[src/rtl/fp_div.sv]
// Iterative single-rounding IEEE-754 divider: one restoring quotient bit per cycle, then a round step.
// flags bit order is {NV, DZ, OF, UF, NX}; subnormal operands are flushed to zero.
module fp_div #(
    parameter int unsigned EXPONENT_WIDTH = 8,
    parameter int unsigned FRACTION_WIDTH = 23,
    parameter int unsigned WIDTH          = 1 + EXPONENT_WIDTH + FRACTION_WIDTH
) (
    input  logic             clk,
    input  logic             rst,
    input  logic             start,
    input  logic [2:0]       roundingMode,
    input  logic [WIDTH-1:0] fpSrc1,
    input  logic [WIDTH-1:0] fpSrc2,
    output logic             busy,
    output logic             done,
    output logic [WIDTH-1:0] fpResult,
    output logic [4:0]       flags
);

    localparam int unsigned EW = EXPONENT_WIDTH;
    localparam int unsigned FW = FRACTION_WIDTH;
    localparam int unsigned MW = FW + 1;
    localparam int unsigned RW = FW + 2;
    localparam int unsigned QW = FW + 4;
    localparam int unsigned XW = EW + 2;
    localparam int unsigned CW = $clog2(QW);

    localparam logic signed [XW-1:0] BIAS    = XW'((1 << (EW - 1)) - 1);
    localparam logic signed [XW-1:0] EXP_MAX = XW'((1 << EW) - 1);
    localparam logic [CW-1:0]        LAST    = CW'(QW - 1);

    typedef enum logic [1:0] {StIdle, StSpecial, StDivide, StRound} state_e;

    state_e state_q, state_d;

    logic accept, iterate, finish;

    logic                 sign_q;
    logic [2:0]           rm_q;
    logic signed [XW-1:0] exp_q;
    logic [MW-1:0]        m2_q;
    logic [RW-1:0]        rem_q;
    logic [QW-1:0]        quo_q;
    logic [CW-1:0]        cnt_q;
    logic [WIDTH-1:0]     spec_res_q;
    logic [4:0]           spec_flg_q;

    // Operand classification
    logic [EW-1:0] e1, e2;
    logic [FW-1:0] f1, f2;
    logic          sign;
    logic          nan1, nan2, inf1, inf2, zero1, zero2;

    assign e1    = fpSrc1[WIDTH-2:FW];
    assign e2    = fpSrc2[WIDTH-2:FW];
    assign f1    = fpSrc1[FW-1:0];
    assign f2    = fpSrc2[FW-1:0];
    assign sign  = fpSrc1[WIDTH-1] ^ fpSrc2[WIDTH-1];
    assign nan1  = (&e1) && (|f1);
    assign nan2  = (&e2) && (|f2);
    assign inf1  = (&e1) && !(|f1);
    assign inf2  = (&e2) && !(|f2);
    assign zero1 = !(|e1);
    assign zero2 = !(|e2);

    logic             is_special;
    logic [WIDTH-1:0] spec_res;
    logic [4:0]       spec_flg;

    always_comb begin
        is_special = 1'b1;
        spec_res   = '0;
        spec_flg   = '0;
        if (nan1 || nan2 || (zero1 && zero2) || (inf1 && inf2)) begin
            spec_res = {1'b0, {EW{1'b1}}, 1'b1, {(FW - 1){1'b0}}};
            spec_flg = 5'b10000;
        end else if (inf1) begin
            spec_res = {sign, {EW{1'b1}}, {FW{1'b0}}};
        end else if (zero2) begin
            spec_res = {sign, {EW{1'b1}}, {FW{1'b0}}};
            spec_flg = 5'b01000;
        end else if (zero1 || inf2) begin
            spec_res = {sign, {(WIDTH - 1){1'b0}}};
        end else begin
            is_special = 1'b0;
        end
    end

    logic signed [XW-1:0] exp_init;
    assign exp_init = $signed({2'b00, e1}) - $signed({2'b00, e2}) + BIAS;

    // Restoring step: subtract when the partial remainder covers the divisor
    logic [RW-1:0] divisor, rem_sel, rem_next;
    logic [QW-1:0] quo_next;
    logic          ge;

    always_comb begin
        divisor  = {1'b0, m2_q};
        ge       = rem_q >= divisor;
        rem_sel  = ge ? (rem_q - divisor) : rem_q;
        rem_next = {rem_sel[RW-2:0], 1'b0};
        quo_next = {quo_q[QW-2:0], ge};
    end

    // Normalise and round the finished quotient
    logic [FW-1:0]        frac_n, frac_r;
    logic                 g, r, s, inexact, up, carry;
    logic signed [XW-1:0] exp_n, exp_r;
    logic [MW:0]          sum;
    logic [WIDTH-1:0]     round_res;
    logic [4:0]           round_flg;

    always_comb begin
        if (quo_q[QW-1]) begin
            frac_n = quo_q[QW-2:3];
            g      = quo_q[2];
            r      = quo_q[1];
            s      = quo_q[0] | (|rem_q);
            exp_n  = exp_q;
        end else begin
            frac_n = quo_q[QW-3:2];
            g      = quo_q[1];
            r      = quo_q[0];
            s      = |rem_q;
            exp_n  = exp_q - XW'(1);
        end
        inexact = g | r | s;
        case (rm_q)
            3'd1:    up = 1'b0;
            3'd2:    up = sign_q & inexact;
            3'd3:    up = ~sign_q & inexact;
            3'd4:    up = g;
            default: up = g & (r | s | frac_n[0]);
        endcase
        sum    = {2'b01, frac_n} + {{MW{1'b0}}, up};
        carry  = sum[MW];
        frac_r = carry ? sum[FW:1] : sum[FW-1:0];
        exp_r  = exp_n + $signed({{(XW - 1){1'b0}}, carry});
        if (exp_r >= EXP_MAX) begin
            round_res = {sign_q, {EW{1'b1}}, {FW{1'b0}}};
            round_flg = 5'b00101;
        end else if (exp_r[XW-1] || (exp_r == '0)) begin
            round_res = {sign_q, {(WIDTH - 1){1'b0}}};
            round_flg = 5'b00011;
        end else begin
            round_res = {sign_q, exp_r[EW-1:0], frac_r};
            round_flg = {4'b0000, inexact};
        end
    end

    // FSM: state register
    always_ff @(posedge clk or posedge rst) begin
        if (rst) begin
            state_q <= StIdle;
        end else begin
            state_q <= state_d;
        end
    end

    // FSM: next state
    always_comb begin
        state_d = state_q;
        unique case (state_q)
            StIdle:    if (accept) state_d = is_special ? StSpecial : StDivide;
            StDivide:  if (cnt_q == LAST) state_d = StRound;
            StRound:   state_d = StIdle;
            StSpecial: state_d = StIdle;
            default:   state_d = StIdle;
        endcase
    end

    // FSM: outputs; a start coinciding with done is deliberately dropped
    always_comb begin
        busy    = state_q != StIdle;
        accept  = start && (state_q == StIdle) && !done;
        iterate = state_q == StDivide;
        finish  = (state_q == StRound) || (state_q == StSpecial);
    end

    always_ff @(posedge clk or posedge rst) begin
        if (rst) begin
            sign_q     <= 1'b0;
            rm_q       <= '0;
            exp_q      <= '0;
            m2_q       <= '0;
            rem_q      <= '0;
            quo_q      <= '0;
            cnt_q      <= '0;
            spec_res_q <= '0;
            spec_flg_q <= '0;
            done       <= 1'b0;
            fpResult   <= '0;
            flags      <= '0;
        end else begin
            done <= finish;
            if (accept) begin
                sign_q     <= sign;
                rm_q       <= roundingMode;
                exp_q      <= exp_init;
                m2_q       <= {1'b1, f2};
                rem_q      <= {2'b01, f1};
                quo_q      <= '0;
                cnt_q      <= '0;
                spec_res_q <= spec_res;
                spec_flg_q <= spec_flg;
            end
            if (iterate) begin
                rem_q <= rem_next;
                quo_q <= quo_next;
                cnt_q <= cnt_q + CW'(1);
            end
            if (state_q == StRound) begin
                fpResult <= round_res;
                flags    <= round_flg;
            end else if (state_q == StSpecial) begin
                fpResult <= spec_res_q;
                flags    <= spec_flg_q;
            end
        end
    end

endmodule
[config.mk]
export PLATFORM = sky130hd
export DESIGN_NAME = fp_div
export DESIGN_NICKNAME = d
export VERILOG_FILES = /design/src/rtl/fp_div.sv
export SDC_FILE = /design/constraint.sdc
export NUM_CORES = 1
export LEC_CHECK = 0
export BUFFER_PORTS_ARGS = -buffer_cell sky130_fd_sc_hd__buf_2
export CORE_MARGIN = 2
export CORE_UTILIZATION = 60
export CTS_CLUSTER_SIZE = 24
export DETAILED_ROUTE_END_ITERATION = 12
export GPL_TIMING_DRIVEN = 0
export PLACE_DENSITY_LB_ADDON = 0.1
export SLEW_MARGIN = 30
export SYNTH_ARGS = -nofsm -noshare
export SYNTH_HDL_FRONTEND = slang
export SYNTH_SLANG_ARGS = --single-unit
[constraint.sdc]
create_clock -name clk -period 6 [get_ports clk]
set_clock_uncertainty 0.15 [all_clocks]
set_input_delay 1.2 -clock clk [delete_from_list [all_inputs] [get_ports clk]]
set_output_delay 1.2 -clock clk [all_outputs]
set_load 0.05 [all_outputs]
After elaboration in Yosys (flattened, before gate mapping) --
Cells that the tools add are included.
Cells by class: $add $sub $neg 7, $lt $le $gt $ge 2, equal/unequal tests 10, muxes and demuxes 37, bitwise gates (word level) 10, reduce and logical (&&, ||, !) cells 33
Operators with widths (count):
- 2-to-1 mux 32 bit | 6
- 2-to-1 mux 31 bit | 2
- 2-to-1 mux 27 bit | 2
- 2-to-1 mux 25 bit | 2
- 2-to-1 mux 23 bit | 2
- OR reduction 23 bit | 2
- adder 24 x 1 -> 25 bit | 1
- >= comparator 25 x 24 -> 1 bit | 1
- 2-to-1 mux 5 bit | 5
- OR reduction 25 bit | 1
- 2-to-1 mux 24 bit | 1
- subtractor 24 bit | 1
- AND reduction 8 bit | 2
- OR reduction 8 bit | 2
- adder 10 x 2 -> 10 bit | 1
- adder 9 x 8 -> 10 bit, second input constant | 1
- >= comparator 10 x 9 -> 1 bit, second input constant | 1
- zero test 10 bit | 1
- 2-to-1 mux 10 bit | 1
- subtractor 10 x 2 -> 10 bit, second input constant | 1
- subtractor 8 x 8 -> 9 bit | 1
- logical AND 1 bit | 8
- 2-to-1 mux 2 bit | 4
- 2-to-1 mux 4 bit | 2
- other kinds (23) | 48
Storage, ports and cells: register bits after elaboration 172, input port bits 70, output and inout bits 39, logic and storage cells 112

Depth between registers and ports, before layout --
Gate-level depths: netlist of run 1.
word-level depth 14, gate-level depth with buffers 27, gate-level depth less buffers 22

Least setup slack after synthesis of run 1 --
OpenSTA, ideal clock, no wires.
path type register to register, start reg quo_q[26], end reg fpResult[15], setup time 0.104 ns, arrival 5.236 ns, data required time 5.746 ns, path slack 0.510 ns, cell stages (with the launch flop) 26, path buffers 5, clock period less this slack 5.490 ns, cell sequence dfrtp_1 buf_6 buf_6 clkbuf_1 clkbuf_1 a211oi_1 nand4_1 o32ai_1 a21o_1 a21oi_1 ha_1 ha_1 nand2_1 a2111o_1 nor4_1 nand3b_1 inv_1 ha_1 ha_1 nand2_1 o211a_1 or3_4 a21oi_4 nand2_2 buf_6 o41ai_2
Between the ends: cells in the longest elaborated chain, start to end 12, elaborated cells between the ends (all ways) 22, those cells by class add/sub: 2; order compare: 1; mux: 10; bitwise: 7; reduce/logical: 2
Ends and longest elaborated chain:
- from (decl) | RTL line 43 | logic [QW-1:0] quo_q;
- from (signal assigned) | RTL line 209 | quo_q <= quo_next;
- parallel branches: the longest is 10 deep, another holds adder 24 x 1 -> 25 bit
- 2-to-1 mux 31 bit (*) | RTL line 139 | if (exp_r >= EXP_MAX) begin
- 2-to-1 mux 32 bit (*) | RTL line 212 | if (state_q == StRound) begin
- to (signal assigned) | RTL line 213 | fpResult <= round_res;
- to (signal assigned) | RTL line 216 | fpResult <= spec_res_q;
- to (decl) | RTL line 16 | output logic [WIDTH-1:0] fpResult,
Every way passes the cells marked *. A chain may end at the register's enable or synchronous reset.

Worst setup path in the final report of run 1 --
start reg quo_q[26], end reg fpResult[6]
The elaborated chain is that of the path after synthesis.

==> results.cfg, run 1 <==
[setup_path]
critical_path_class = reg -> reg
critical_path.n_buffers_inverters = 5
timing.critical_path.mode_cell = sky130_fd_sc_hd__ha_1
timing.rr.start = quo_q[26]$_DFFE_PP0P_
path_cells = buf_6 > buf_6 > clkbuf_4 > a211oi_1 > nand4_1 > o32ai_1 > a21o_1 > a21oi_1 > ha_1 > ha_1 > nand2_1 > a2111o_1 > nor4_4 > nand3b_1 > inv_1 > ha_1 > ha_1 > nand2_2 > o211a_1 > or3_4 > a21oi_4 > nand2_2 > buf_6 > o32ai_1
ff2ff_setup_slack_ns = 0.38
arrival_time_at_the_worst_endpoint_ns = 5.78
critical_path.slowest_cell = sky130_fd_sc_hd__a2111o_1
cpPeakStageDelay_ns = 0.46
critPathMaxFanout = 19
endpoint_kind = flop
worst_setup_path_start_kind = flop
r2r.worst_path.cells = 24
timing.critical_path.required_ns = 6.16
cp_num_cells = 24
path_delay_family = compound AO/OA/AOI/OAI gates
worstReg2RegEnd = fpResult[6]$_DFFE_PP0P_

[route]
detail_route.vias_per_cell = 6.248
wl_mm = 28.47
detail_route.iter0.violations = 998
drc_errors = 0
drtPass1Iterations = 5
num_vias = 9540
routed_wire_length_per_instance_um = 18.65
drtAntennaViolNets = 0

[power_and_ir_drop]
vdd.ir_drop.worst_mv = 0.4462
total_leakage_power_nw = 4.868
switchingPower_w = 0.003392
clkPwrFrac_pct = 15.0
switching_share_pct = 48.81
p_total_w = 0.006950
internal_power_w = 0.003558
combinationalPowerShare_pct = 60.0
power.density_cell_area_mw_per_mm2 = 617.1
seqPwrFrac_pct = 24.9

[timing]
max_transition_margin_pct = 34.18
finalSetupViolCount = 0
rsz0062_at_grt = no
post-route-period-util_pct = 93.70
setup_ws_ns = 0.3782
timing_max_transition_violations_final = 0
fmax_mhz = 177.9
tns_ns = 0
final_period_minus_worst_setup_slack_ns = 5.622
final_hold_viol_count = 0
worst_slew_pin_slew_ns = 0.9783

[clocking]
cts_buffer_depth = 2
clk_pin_slew_worst_paths_ns = 0.06
clkSinkCount = 139
worst_skew_pair.late_latency_ns = 0.42
ctsRootBufferMaster = sky130_fd_sc_hd__clkbuf_16
cts_tree = yes
clock_buffers_created_by_tritoncts = 17
htreeDepth = 4

[floorplanning]
io-pin-count = 109
placement_rows = 46
effective_utilization_at_floorplan_pct = 61.43
die-height_um = 131.8
die_w_um = 131.8
core_area_mm2 = 0.01594
die-area_mm2 = 0.01736

[grt]
grt_max_degree = 77
grt_pass1_wl_mm = 46.74
vias_in_the_first_global_route = 9254
grt.total_usage_pct = 33.34
initial_antenna_violation_count = 0
grt-ovfl-total = 0

[cells_and_area]
n_antenna_cell = 0
stdcell_area_mm2 = 0.01126
nNetsFinal = 1410
num-fill-cells = 1332
post_route_cells_drive_above_1_share_pct = 15.10
layout.core_utilization_pct = 70.64
synthToLayoutAreaGrowth_pct = 14.99

[synth]
synthesis.instances = 1170
syn_area_per_cell_um2 = 8.371
synth-seq-area-share_pct = 35.51
synthDistinctLibCells = 90
dominantRegCellSynth = sky130_fd_sc_hd__dfrtp_1
yosys_register_bits = 139
yosysWarnings = 0
asyncSetResetFlopFracSynth_pct = 100.0
synthesis.nets = 1282
synth-edff-count = 0
synthesis.area_mm2 = 0.009794

[worst_hold_path]
hp-start = m2_q[23]$_DFFE_PP0P_
holdPathEnd = m2_q[23]$_DFFE_PP0P_
hold-path-cell-count = 2
worstHoldPathType = reg -> reg

[flow_run]
timing.max_cap.violations = 0

[placed_design]
place.gp.congestion = 1.023
detailedPlace.worstSlack_ns = -0.8461
detailed_place.area_mm2 = 0.01065
detailedPlacementHpwl_mm = 21.16
io_buffer_count = 108

[run_status]
outcome = completed
cell usage in the layout (no fill, tap or decap), types with 17 or more instances in the layout:
| cell type | count |
|---|---|
| sky130_fd_sc_hd__clkbuf_1 | 54 |
| sky130_fd_sc_hd__nor3_1 | 19 |
| sky130_fd_sc_hd__nor2_1 | 67 |
| sky130_fd_sc_hd__xnor2_1 | 32 |
| sky130_fd_sc_hd__inv_1 | 82 |
| sky130_fd_sc_hd__nand3_1 | 31 |
| sky130_fd_sc_hd__ha_1 | 40 |
| sky130_fd_sc_hd__nand2_1 | 157 |
| sky130_fd_sc_hd__buf_2 | 110 |
| sky130_fd_sc_hd__dfrtp_1 | 138 |
| sky130_fd_sc_hd__o21ai_0 | 100 |
| sky130_fd_sc_hd__a211oi_1 | 22 |
| sky130_fd_sc_hd__a21oi_1 | 60 |
| sky130_fd_sc_hd__clkbuf_16 | 17 |
| sky130_fd_sc_hd__or3_1 | 20 |
| sky130_fd_sc_hd__nor4_1 | 39 |
| sky130_fd_sc_hd__xor2_1 | 17 |
| sky130_fd_sc_hd__nand2b_1 | 24 |
repair_timing:
item                                    4_1_cts  5_1_grt
endpoints found under the setup margin       34       31
endpoints found under the hold margin         0        0
hold buffers                                  0        0
gates resized for setup                       4        3
cloned                                        0        0
pin swaps                                     0        1
setup buffers                                 0        1
cell families (layout without fill, tap and decap cells):
logic type / Yosys count / after routing / synth area share (%)
mux: 18 / 18 / 2.006
buf+inv: 151 / 292 / 6.426
simple gates: 449 / 449 / 23.56
fa+ha+maj: 42 / 42 / 5.519
flops: 139 / 139 / 35.51
compound gates: 322 / 322 / 22.60
xor+xnor: 49 / 49 / 4.382
sequential cells by signal, summed over array words and instances (netlist names), 3 cells and up:
signal / cells
spec_res_q: 3
flags: 5
rm_q: 3
m2_q: 24
fpResult: 32
quo_q: 27
cnt_q: 5
rem_q: 25
exp_q: 10
worst max-delay path by stage:
stage                                     start                  endpoint
after detailed placement  quo_q[26]$_DFFE_PP0P_  fpResult[13]$_DFFE_PP0P_
final                     quo_q[26]$_DFFE_PP0P_   fpResult[6]$_DFFE_PP0P_
after global routing      quo_q[26]$_DFFE_PP0P_   fpResult[2]$_DFFE_PP0P_
after global placement    quo_q[26]$_DFFE_PP0P_  fpResult[21]$_DFFE_PP0P_
after floorplan           quo_q[26]$_DFFE_PP0P_  fpResult[15]$_DFFE_PP0P_
after CTS                 quo_q[26]$_DFFE_PP0P_   fpResult[6]$_DFFE_PP0P_
cell type report:
type	instances	area (um2)	share of cell area, %
repair buffers	110	575.6	5.111
flip-flops and latches	139	3480	30.90
inverters	83	319.1	2.833
plain buffers	67	317.8	2.822
multi-input cells	880	5717	50.76
clock inverters	7	87.58	0.7777
clock buffers	25	495.5	4.399
well taps	216	270.3	2.400
cell usage after synthesis (all sizes together), types with 7 or more instances:
cell type,n,area share [%]
nand2,160,6.2
dfrtp,139,36
o21ai,101,5.2
inv,83,3.2
nor2,69,2.9
a21oi,61,3.2
clkbuf,52,2.0
nor4,41,2.7
ha,40,5.1
nand3,32,1.7
xnor2,32,2.9
nand2b,24,1.5
a211oi,22,1.7
or3,22,1.5
nor3,21,1.2
xor2,17,1.5
buf,16,1.3
nand4,16,1.1
mux2i,15,1.7
nor2b,13,0.83
o32ai,13,1.2
a21o,12,0.92
o41ai,12,1.5
a311oi,10,0.89
o211ai,10,0.82
o22a,9,0.80
a31oi,8,0.51
and2,8,0.51
and3,8,0.51
o21a,8,0.61
o31ai,7,0.59
worst reg2reg max path, stage by stage (launching register included):
cell and delay [ns]:
sky130_fd_sc_hd__dfrtp_2 0.44, sky130_fd_sc_hd__buf_6 0.18, sky130_fd_sc_hd__buf_6 0.19, sky130_fd_sc_hd__clkbuf_4 0.27, sky130_fd_sc_hd__a211oi_1 0.10, sky130_fd_sc_hd__nand4_1 0.13, sky130_fd_sc_hd__o32ai_1 0.11, sky130_fd_sc_hd__a21o_1 0.17
sky130_fd_sc_hd__a21oi_1 0.18, sky130_fd_sc_hd__ha_1 0.21, sky130_fd_sc_hd__ha_1 0.19, sky130_fd_sc_hd__nand2_1 0.10, sky130_fd_sc_hd__a2111o_1 0.46, sky130_fd_sc_hd__nor4_4 0.21, sky130_fd_sc_hd__nand3b_1 0.20, sky130_fd_sc_hd__inv_1 0.10
sky130_fd_sc_hd__ha_1 0.25, sky130_fd_sc_hd__ha_1 0.27, sky130_fd_sc_hd__nand2_2 0.13, sky130_fd_sc_hd__o211a_1 0.26, sky130_fd_sc_hd__or3_4 0.35, sky130_fd_sc_hd__a21oi_4 0.23, sky130_fd_sc_hd__nand2_2 0.15, sky130_fd_sc_hd__buf_6 0.18
sky130_fd_sc_hd__o32ai_1 0.32
per-layer routing:
layer | track usage (%) | part of all wire [%]
met4 | 12.98 | 3.2
met1 | 43.98 | 41
met2 | 55.50 | 47
met5 | 0 | 0
met3 | 5.267 | 8.2
through the flow:
stage	instances	hold WS, ns
3_3_place_gp	1494	0.2822
5_1_grt	1527	0.3515
2_1_floorplan	1170	0.2681
6_report	1527	0.2976
4_1_cts	1526	0.2984
3_5_place_dp	1495	0.2859
power by group through the flow:
stage	Clock (W)	Sequential, W	Combinational, W
after floorplan	0	0.00196	0.00283
after global placement	0	0.00172	0.00398
after detailed placement	0	0.00173	0.00406
after CTS	0.00105	0.00172	0.00410
after global routing	0.00109	0.00178	0.00460
final	0.00105	0.00173	0.00417
Note: power is estimated with default switching activity, not from simulation.
==> run 2: changes to the inputs <==
Clock period 6 ns to 5.5 ns, I/O delays scaled along.
==> results.cfg, run 2 (synthesis gave the netlist of run 1 again) <==
[placed_design]
detailed_place.area_mm2 = 0.01065
detailedPlace.worstSlack_ns = -1.346
detailedPlacementHpwl_mm = 21.16
place.gp.congestion = 1.023
io_buffer_count = 108

[clocking]
ctsRootBufferMaster = sky130_fd_sc_hd__clkbuf_16
cts_hold_buffers = 0
clk_pin_slew_worst_paths_ns = 0.06
clkSinkCount = 139
cts_buffer_depth = 2
htreeDepth = 4
worst_skew_pair.late_latency_ns = 0.42
clock_buffers_created_by_tritoncts = 17
cts_tree = yes

[cells_and_area]
most_frequent_cells_in_the_layout = sky130_fd_sc_hd__nand2_1, sky130_fd_sc_hd__dfrtp_1, sky130_fd_sc_hd__buf_2
stdcell_area_mm2 = 0.01130
num-fill-cells = 1322
most_common_cell_after_layout_fill_and_taps_aside = sky130_fd_sc_hd__nand2_1
multiInputGateArea_mm2 = 0.005729
post_route_cells_drive_above_1_share_pct = 15.46
final-seq-area_mm2 = 0.003480
reg.largest.list = fpResult (32), quo_q (27), rem_q (25)
nNetsFinal = 1412
synthToLayoutAreaGrowth_pct = 15.38
largest_register = fpResult
largest_reg_flops = 32
layout.core_utilization_pct = 70.88
n_antenna_cell = 0

[setup_path]
endpoint_kind = flop
crit_start = quo_q[26]$_DFFE_PP0P_
critical_path_class = reg -> reg
r2r.worst_path.cells = 22
critical_path.slowest_cell = sky130_fd_sc_hd__a2111o_1
critPathMaxFanout = 28
worstReg2RegEnd = fpResult[6]$_DFFE_PP0P_
critical_path.n_buffers_inverters = 4
critical_path.endpoint = fpResult[6]$_DFFE_PP0P_
arrival_time_at_the_worst_endpoint_ns = 5.39
timing.critical_path.required_ns = 5.66
ff2ff_setup_slack_ns = 0.27
cpPeakStageDelay_ns = 0.45
timing.rr.start = quo_q[26]$_DFFE_PP0P_
cp_num_cells = 22
path_delay_family = compound AO/OA/AOI/OAI gates
path_cells = buf_12 > clkbuf_8 > mux2_2 > o32ai_1 > a21o_1 > a21oi_1 > ha_1 > ha_1 > nand2_1 > a2111o_1 > nor4_4 > nand3b_1 > inv_1 > ha_2 > ha_2 > nand2_2 > o211a_1 > or3_4 > a21oi_4 > nand2_2 > buf_6 > o32ai_1
worst_setup_path_start_kind = flop

[timing]
fmax_mhz = 191.3
post-route-period-util_pct = 95.05
tns_ns = 0
worst_slew_pin_slew_ns = 0.9829
finalSetupViolCount = 0
final_period_minus_worst_setup_slack_ns = 5.228
rsz0062_at_grt = no
timing_max_transition_violations_final = 0
final_hold_viol_count = 0
max_transition_margin_pct = 33.87
setup_ws_ns = 0.2721

[grt]
grt_pass1_wl_mm = 46.73
grt.total_usage_pct = 33.33
initial_antenna_violation_count = 0
grt_max_degree = 77
vias_in_the_first_global_route = 9250
grt-ovfl-total = 0

[floorplanning]
effective_utilization_at_floorplan_pct = 61.43
die-height_um = 131.8
placement_rows = 46
die_w_um = 131.8
io-pin-count = 109
core_area_mm2 = 0.01594
die-area_mm2 = 0.01736

[route]
detail_route.vias_per_cell = 6.260
drtPass1Iterations = 6
wl_mm = 28.44
routed_wire_length_per_instance_um = 18.60
drc_errors = 0
num_vias = 9571
drtAntennaViolNets = 0
detail_route.iter0.violations = 928

[run_status]
outcome = completed

[flow_run]
timing.max_cap.violations = 0

[worst_hold_path]
worstHoldPathType = reg -> reg
hold-path-cell-count = 2

[power_and_ir_drop]
vdd.ir_drop.worst_mv = 0.4922
power.density_cell_area_mw_per_mm2 = 672.8
total_leakage_power_nw = 4.879
==> run 2: changes by cell type in the layout (fill, tap and decap cells not counted) <==
cell and delta:
sky130_fd_sc_hd__o32ai_1 -1, sky130_fd_sc_hd__buf_6 -2, sky130_fd_sc_hd__buf_4 +3, sky130_fd_sc_hd__ha_2 +2, sky130_fd_sc_hd__clkbuf_4 -1, sky130_fd_sc_hd__o32ai_2 +1
sky130_fd_sc_hd__clkbuf_8 +1, sky130_fd_sc_hd__ha_1 -2, sky130_fd_sc_hd__buf_12 +1
==> run 2: report_power, final <==
part	internal [W]	switching [W]	leakage [nW]
logic	0.00169	0.00288	2.85
clock network	0.000713	0.000430	0.287
registers	0.00149	0.000397	1.74
total	0.00389	0.00371	4.88
==> run 2: layer usage <==
layer	share of wire (%)	vias up	wire length, um	track usage, %
li1	-	4501	-	-
met1	41	4512	11790	43.93
met2	47	485	13390	55.56
met3	8.4	73	2388	5.267
met4	3.1	0	869	12.92
met5	0	-	0	0
==> run 2: worst reg2reg max path, stage by stage, from the launching register on <==
cell and delay, ns:
sky130_fd_sc_hd__dfrtp_2 0.44, sky130_fd_sc_hd__buf_12 0.18, sky130_fd_sc_hd__clkbuf_8 0.19, sky130_fd_sc_hd__mux2_2 0.27, sky130_fd_sc_hd__o32ai_1 0.08, sky130_fd_sc_hd__a21o_1 0.17, sky130_fd_sc_hd__a21oi_1 0.18, sky130_fd_sc_hd__ha_1 0.21
sky130_fd_sc_hd__ha_1 0.19, sky130_fd_sc_hd__nand2_1 0.10, sky130_fd_sc_hd__a2111o_1 0.45, sky130_fd_sc_hd__nor4_4 0.21, sky130_fd_sc_hd__nand3b_1 0.20, sky130_fd_sc_hd__inv_1 0.10, sky130_fd_sc_hd__ha_2 0.22, sky130_fd_sc_hd__ha_2 0.23
sky130_fd_sc_hd__nand2_2 0.11, sky130_fd_sc_hd__o211a_1 0.26, sky130_fd_sc_hd__or3_4 0.35, sky130_fd_sc_hd__a21oi_4 0.20, sky130_fd_sc_hd__nand2_2 0.14, sky130_fd_sc_hd__buf_6 0.18, sky130_fd_sc_hd__o32ai_1 0.31
==> run 2: worst min path at each step <==
stage / from / to / slack, ns
after detailed placement: m2_q[23]$_DFFE_PP0P_ / m2_q[23]$_DFFE_PP0P_ / 0.29
after floorplan: m2_q[23]$_DFFE_PP0P_ / m2_q[23]$_DFFE_PP0P_ / 0.27
final: m2_q[23]$_DFFE_PP0P_ / m2_q[23]$_DFFE_PP0P_ / 0.30
after global placement: m2_q[23]$_DFFE_PP0P_ / m2_q[23]$_DFFE_PP0P_ / 0.28
after global routing: m2_q[23]$_DFFE_PP0P_ / m2_q[23]$_DFFE_PP0P_ / 0.35
after CTS: m2_q[23]$_DFFE_PP0P_ / m2_q[23]$_DFFE_PP0P_ / 0.30
==> run 2: through the flow <==
step	hold slack [ns]	total power, W	cells
2_1_floorplan	0.2681	0.005231	1170
3_3_place_gp	0.2822	0.006214	1494
3_5_place_dp	0.2859	0.006312	1495
4_1_cts	0.2984	0.007498	1527
5_1_grt	0.3515	0.008164	1529
6_report	0.2968	0.007603	1529
==> run 2: area by class of cell <==
cell class                      count  share of cell area [%]
Timing Repair Buffer              113                   5.292
Clock inverter                      7                  0.7750
Tap cell                          216                   2.392
Sequential cell                   139                   30.79
Clock buffer                       25                   4.384
Multi-Input combinational cell    880                   50.70
Inverter                           83                   2.823
Buffer                             66                   2.845
==> run 2: timing repair <==
item,in CTS,in global routing
gates resized for setup,6,7
endpoints found under the setup margin,34,33
buffers inserted,1,3
pin swaps,2,2
==> run 3: changes to the inputs <==
Settings changed: CAP_MARGIN from default to 30, RECOVER_POWER from default to 25.
==> results.cfg, run 3 (synthesis gave the netlist of run 1 again) <==
[run_status]
outcome = complete, but fails checks
failed_checks = capacitance limit, slew limit

[timing]
final_hold_viol_count = 0
final_period_minus_worst_setup_slack_ns = 5.268
timing_max_transition_violations_final = 142
max_transition_margin_pct = -124.4
fmax_mhz = 189.8
finalSetupViolCount = 0
rsz0062_at_grt = no
worst_slew_pin_slew_ns = 3.347
post-route-period-util_pct = 95.78
tns_ns = 0

[route]
drtPass1Iterations = 8
routed_wire_length_per_instance_um = 18.60
drtAntennaViolNets = 0
detail_route.iter0.violations = 933
detail_route.vias_per_cell = 6.247
num_vias = 9552
drc_errors = 0
wl_mm = 28.44

[clocking]
ctsRootBufferMaster = sky130_fd_sc_hd__clkbuf_16
clkSinkCount = 139
cts_buffer_depth = 2
cts_tree = yes
htreeDepth = 4
worst_skew_pair.late_latency_ns = 0.42
cts_hold_buffers = 0
clock_buffers_created_by_tritoncts = 17
clk_pin_slew_worst_paths_ns = 0.06

[placed_design]
detailed_place.area_mm2 = 0.01065
io_buffer_count = 108
detailedPlacementHpwl_mm = 21.16
place.gp.congestion = 1.023

[setup_path]
endpoint_kind = flop
arrival_time_at_the_worst_endpoint_ns = 5.42
timing.rr.start = quo_q[26]$_DFFE_PP0P_
ff2ff_setup_slack_ns = 0.23
timing.critical_path.required_ns = 5.65
critical_path_class = reg -> reg
worstReg2RegEnd = fpResult[6]$_DFFE_PP0P_
worst_setup_path_start_kind = flop
crit_start = quo_q[26]$_DFFE_PP0P_
r2r.worst_path.cells = 22
critPathMaxFanout = 28
critical_path.endpoint = fpResult[6]$_DFFE_PP0P_

[floorplanning]
io-pin-count = 109
die_w_um = 131.8
effective_utilization_at_floorplan_pct = 61.43
placement_rows = 46
die-area_mm2 = 0.01736
core_area_mm2 = 0.01594
die-height_um = 131.8

[grt]
grt_pass1_wl_mm = 46.73
grt_max_degree = 77
grt-ovfl-total = 0
initial_antenna_violation_count = 0
grt.total_usage_pct = 33.33
vias_in_the_first_global_route = 9250

[cells_and_area]
largest_reg_flops = 32
most_frequent_cells_in_the_layout = sky130_fd_sc_hd__nand2_1, sky130_fd_sc_hd__dfrtp_1, sky130_fd_sc_hd__buf_2
most_common_cell_after_layout_fill_and_taps_aside = sky130_fd_sc_hd__nand2_1
stdcell_area_mm2 = 0.01127
n_antenna_cell = 0
post_route_cells_drive_above_1_share_pct = 15.46
largest_register = fpResult
synthToLayoutAreaGrowth_pct = 15.09
layout.core_utilization_pct = 70.70
reg.largest.list = fpResult (32), quo_q (27), rem_q (25)
nNetsFinal = 1412

[power_and_ir_drop]
power.density_cell_area_mw_per_mm2 = 674.3
total_leakage_power_nw = 4.864
switching_share_pct = 48.79
clkPwrFrac_pct = 15.1
switchingPower_w = 0.003708
vdd.ir_drop.worst_mv = 0.4894
internal_power_w = 0.003892
combinationalPowerShare_pct = 60.0
seqPwrFrac_pct = 24.9

[worst_hold_path]
worstHoldPathType = reg -> reg

[flow_run]
timing.max_cap.violations = 2
## run 3: cell count changes in the layout (fill, tap and decap cells not counted)
cell	previous run	this run
sky130_fd_sc_hd__clkbuf_2	0	1
sky130_fd_sc_hd__inv_8	1	0
sky130_fd_sc_hd__buf_16	1	0
sky130_fd_sc_hd__clkinvlp_2	0	1
## run 3: worst min path at each step
| stage | depth (start not counted) | slack [ns] | endpoint | start |
|---|---|---|---|---|
| 3_5_place_dp | 2 | 0.29 | m2_q[23]$_DFFE_PP0P_ | m2_q[23]$_DFFE_PP0P_ |
| 6_report | 2 | 0.30 | m2_q[23]$_DFFE_PP0P_ | m2_q[23]$_DFFE_PP0P_ |
| 5_1_grt | 2 | 0.35 | m2_q[23]$_DFFE_PP0P_ | m2_q[23]$_DFFE_PP0P_ |
| 2_1_floorplan | 2 | 0.27 | m2_q[23]$_DFFE_PP0P_ | m2_q[23]$_DFFE_PP0P_ |
| 4_1_cts | 2 | 0.30 | m2_q[23]$_DFFE_PP0P_ | m2_q[23]$_DFFE_PP0P_ |
| 3_3_place_gp | 2 | 0.28 | m2_q[23]$_DFFE_PP0P_ | m2_q[23]$_DFFE_PP0P_ |
## run 3: cell type report
class | instances | area [um2]
Buffer | 66 | 321.6
Clock buffer | 25 | 495.5
Clock inverter | 7 | 87.58
Fill cell | 1325 | 4671
Inverter | 83 | 312.8
Multi-Input combinational cell | 880 | 5729
Sequential cell | 139 | 3480
Tap cell | 216 | 270.3
Timing Repair Buffer | 113 | 575.6
## run 3: routing by layer
| metal | vias to the layer above | GRT usage (%) | part of all wire, % |
|---|---|---|---|
| li1 | 4496 | - | - |
| met1 | 4503 | 43.93 | 42 |
| met2 | 471 | 55.56 | 47 |
| met3 | 82 | 5.267 | 7.7 |
| met4 | 0 | 12.92 | 3.2 |
| met5 | - | 0 | 0 |
## run 3: through the flow
| stage | power, W | setup slack [ns] | cells | hold slack [ns] |
|---|---|---|---|---|
| floorplan | 0.005231 | 0.01023 | 1170 | 0.2681 |
| global placement | 0.006214 | -1.281 | 1494 | 0.2822 |
| detailed placement | 0.006312 | -1.346 | 1495 | 0.2859 |
| CTS | 0.007498 | 0.01917 | 1527 | 0.2984 |
| global route | 0.008162 | 0.0007998 | 1529 | 0.3515 |
| finish | 0.007600 | 0.2323 | 1529 | 0.2966 |
## run 3: critical path, cell delays in order, from the launching register on
cell	delay, ns
sky130_fd_sc_hd__dfrtp_2	0.45
sky130_fd_sc_hd__buf_12	0.18
sky130_fd_sc_hd__clkbuf_8	0.18
sky130_fd_sc_hd__mux2_2	0.26
sky130_fd_sc_hd__o32ai_1	0.08
sky130_fd_sc_hd__a21o_1	0.17
sky130_fd_sc_hd__a21oi_1	0.18
sky130_fd_sc_hd__ha_1	0.21
sky130_fd_sc_hd__ha_1	0.19
sky130_fd_sc_hd__nand2_1	0.10
sky130_fd_sc_hd__a2111o_1	0.45
sky130_fd_sc_hd__nor4_4	0.21
sky130_fd_sc_hd__nand3b_1	0.20
sky130_fd_sc_hd__inv_1	0.10
sky130_fd_sc_hd__ha_2	0.22
sky130_fd_sc_hd__ha_2	0.23
sky130_fd_sc_hd__nand2_2	0.11
sky130_fd_sc_hd__o211a_1	0.25
sky130_fd_sc_hd__or3_4	0.35
sky130_fd_sc_hd__a21oi_4	0.20
sky130_fd_sc_hd__nand2_2	0.14
sky130_fd_sc_hd__buf_6	0.18
sky130_fd_sc_hd__o32ai_1	0.33
## run 3: timing repair
| item | CTS | global route |
|---|---|---|
| gates resized for setup | 6 | 7 |
| cloned | 0 | 0 |
| pin swaps | 2 | 2 |
| buffers inserted | 1 | 3 |
| endpoints found under the setup margin | 34 | 33 |
## run 3: power groups by stage
stage	Sequential, W	Combinational [W]	Clock, W
final	0.00189	0.00456	0.00115
after global routing	0.00195	0.00503	0.00119
after CTS	0.00187	0.00448	0.00115
after detailed placement	0.00189	0.00443	0
after global placement	0.00187	0.00434	0
after floorplan	0.00214	0.00309	0
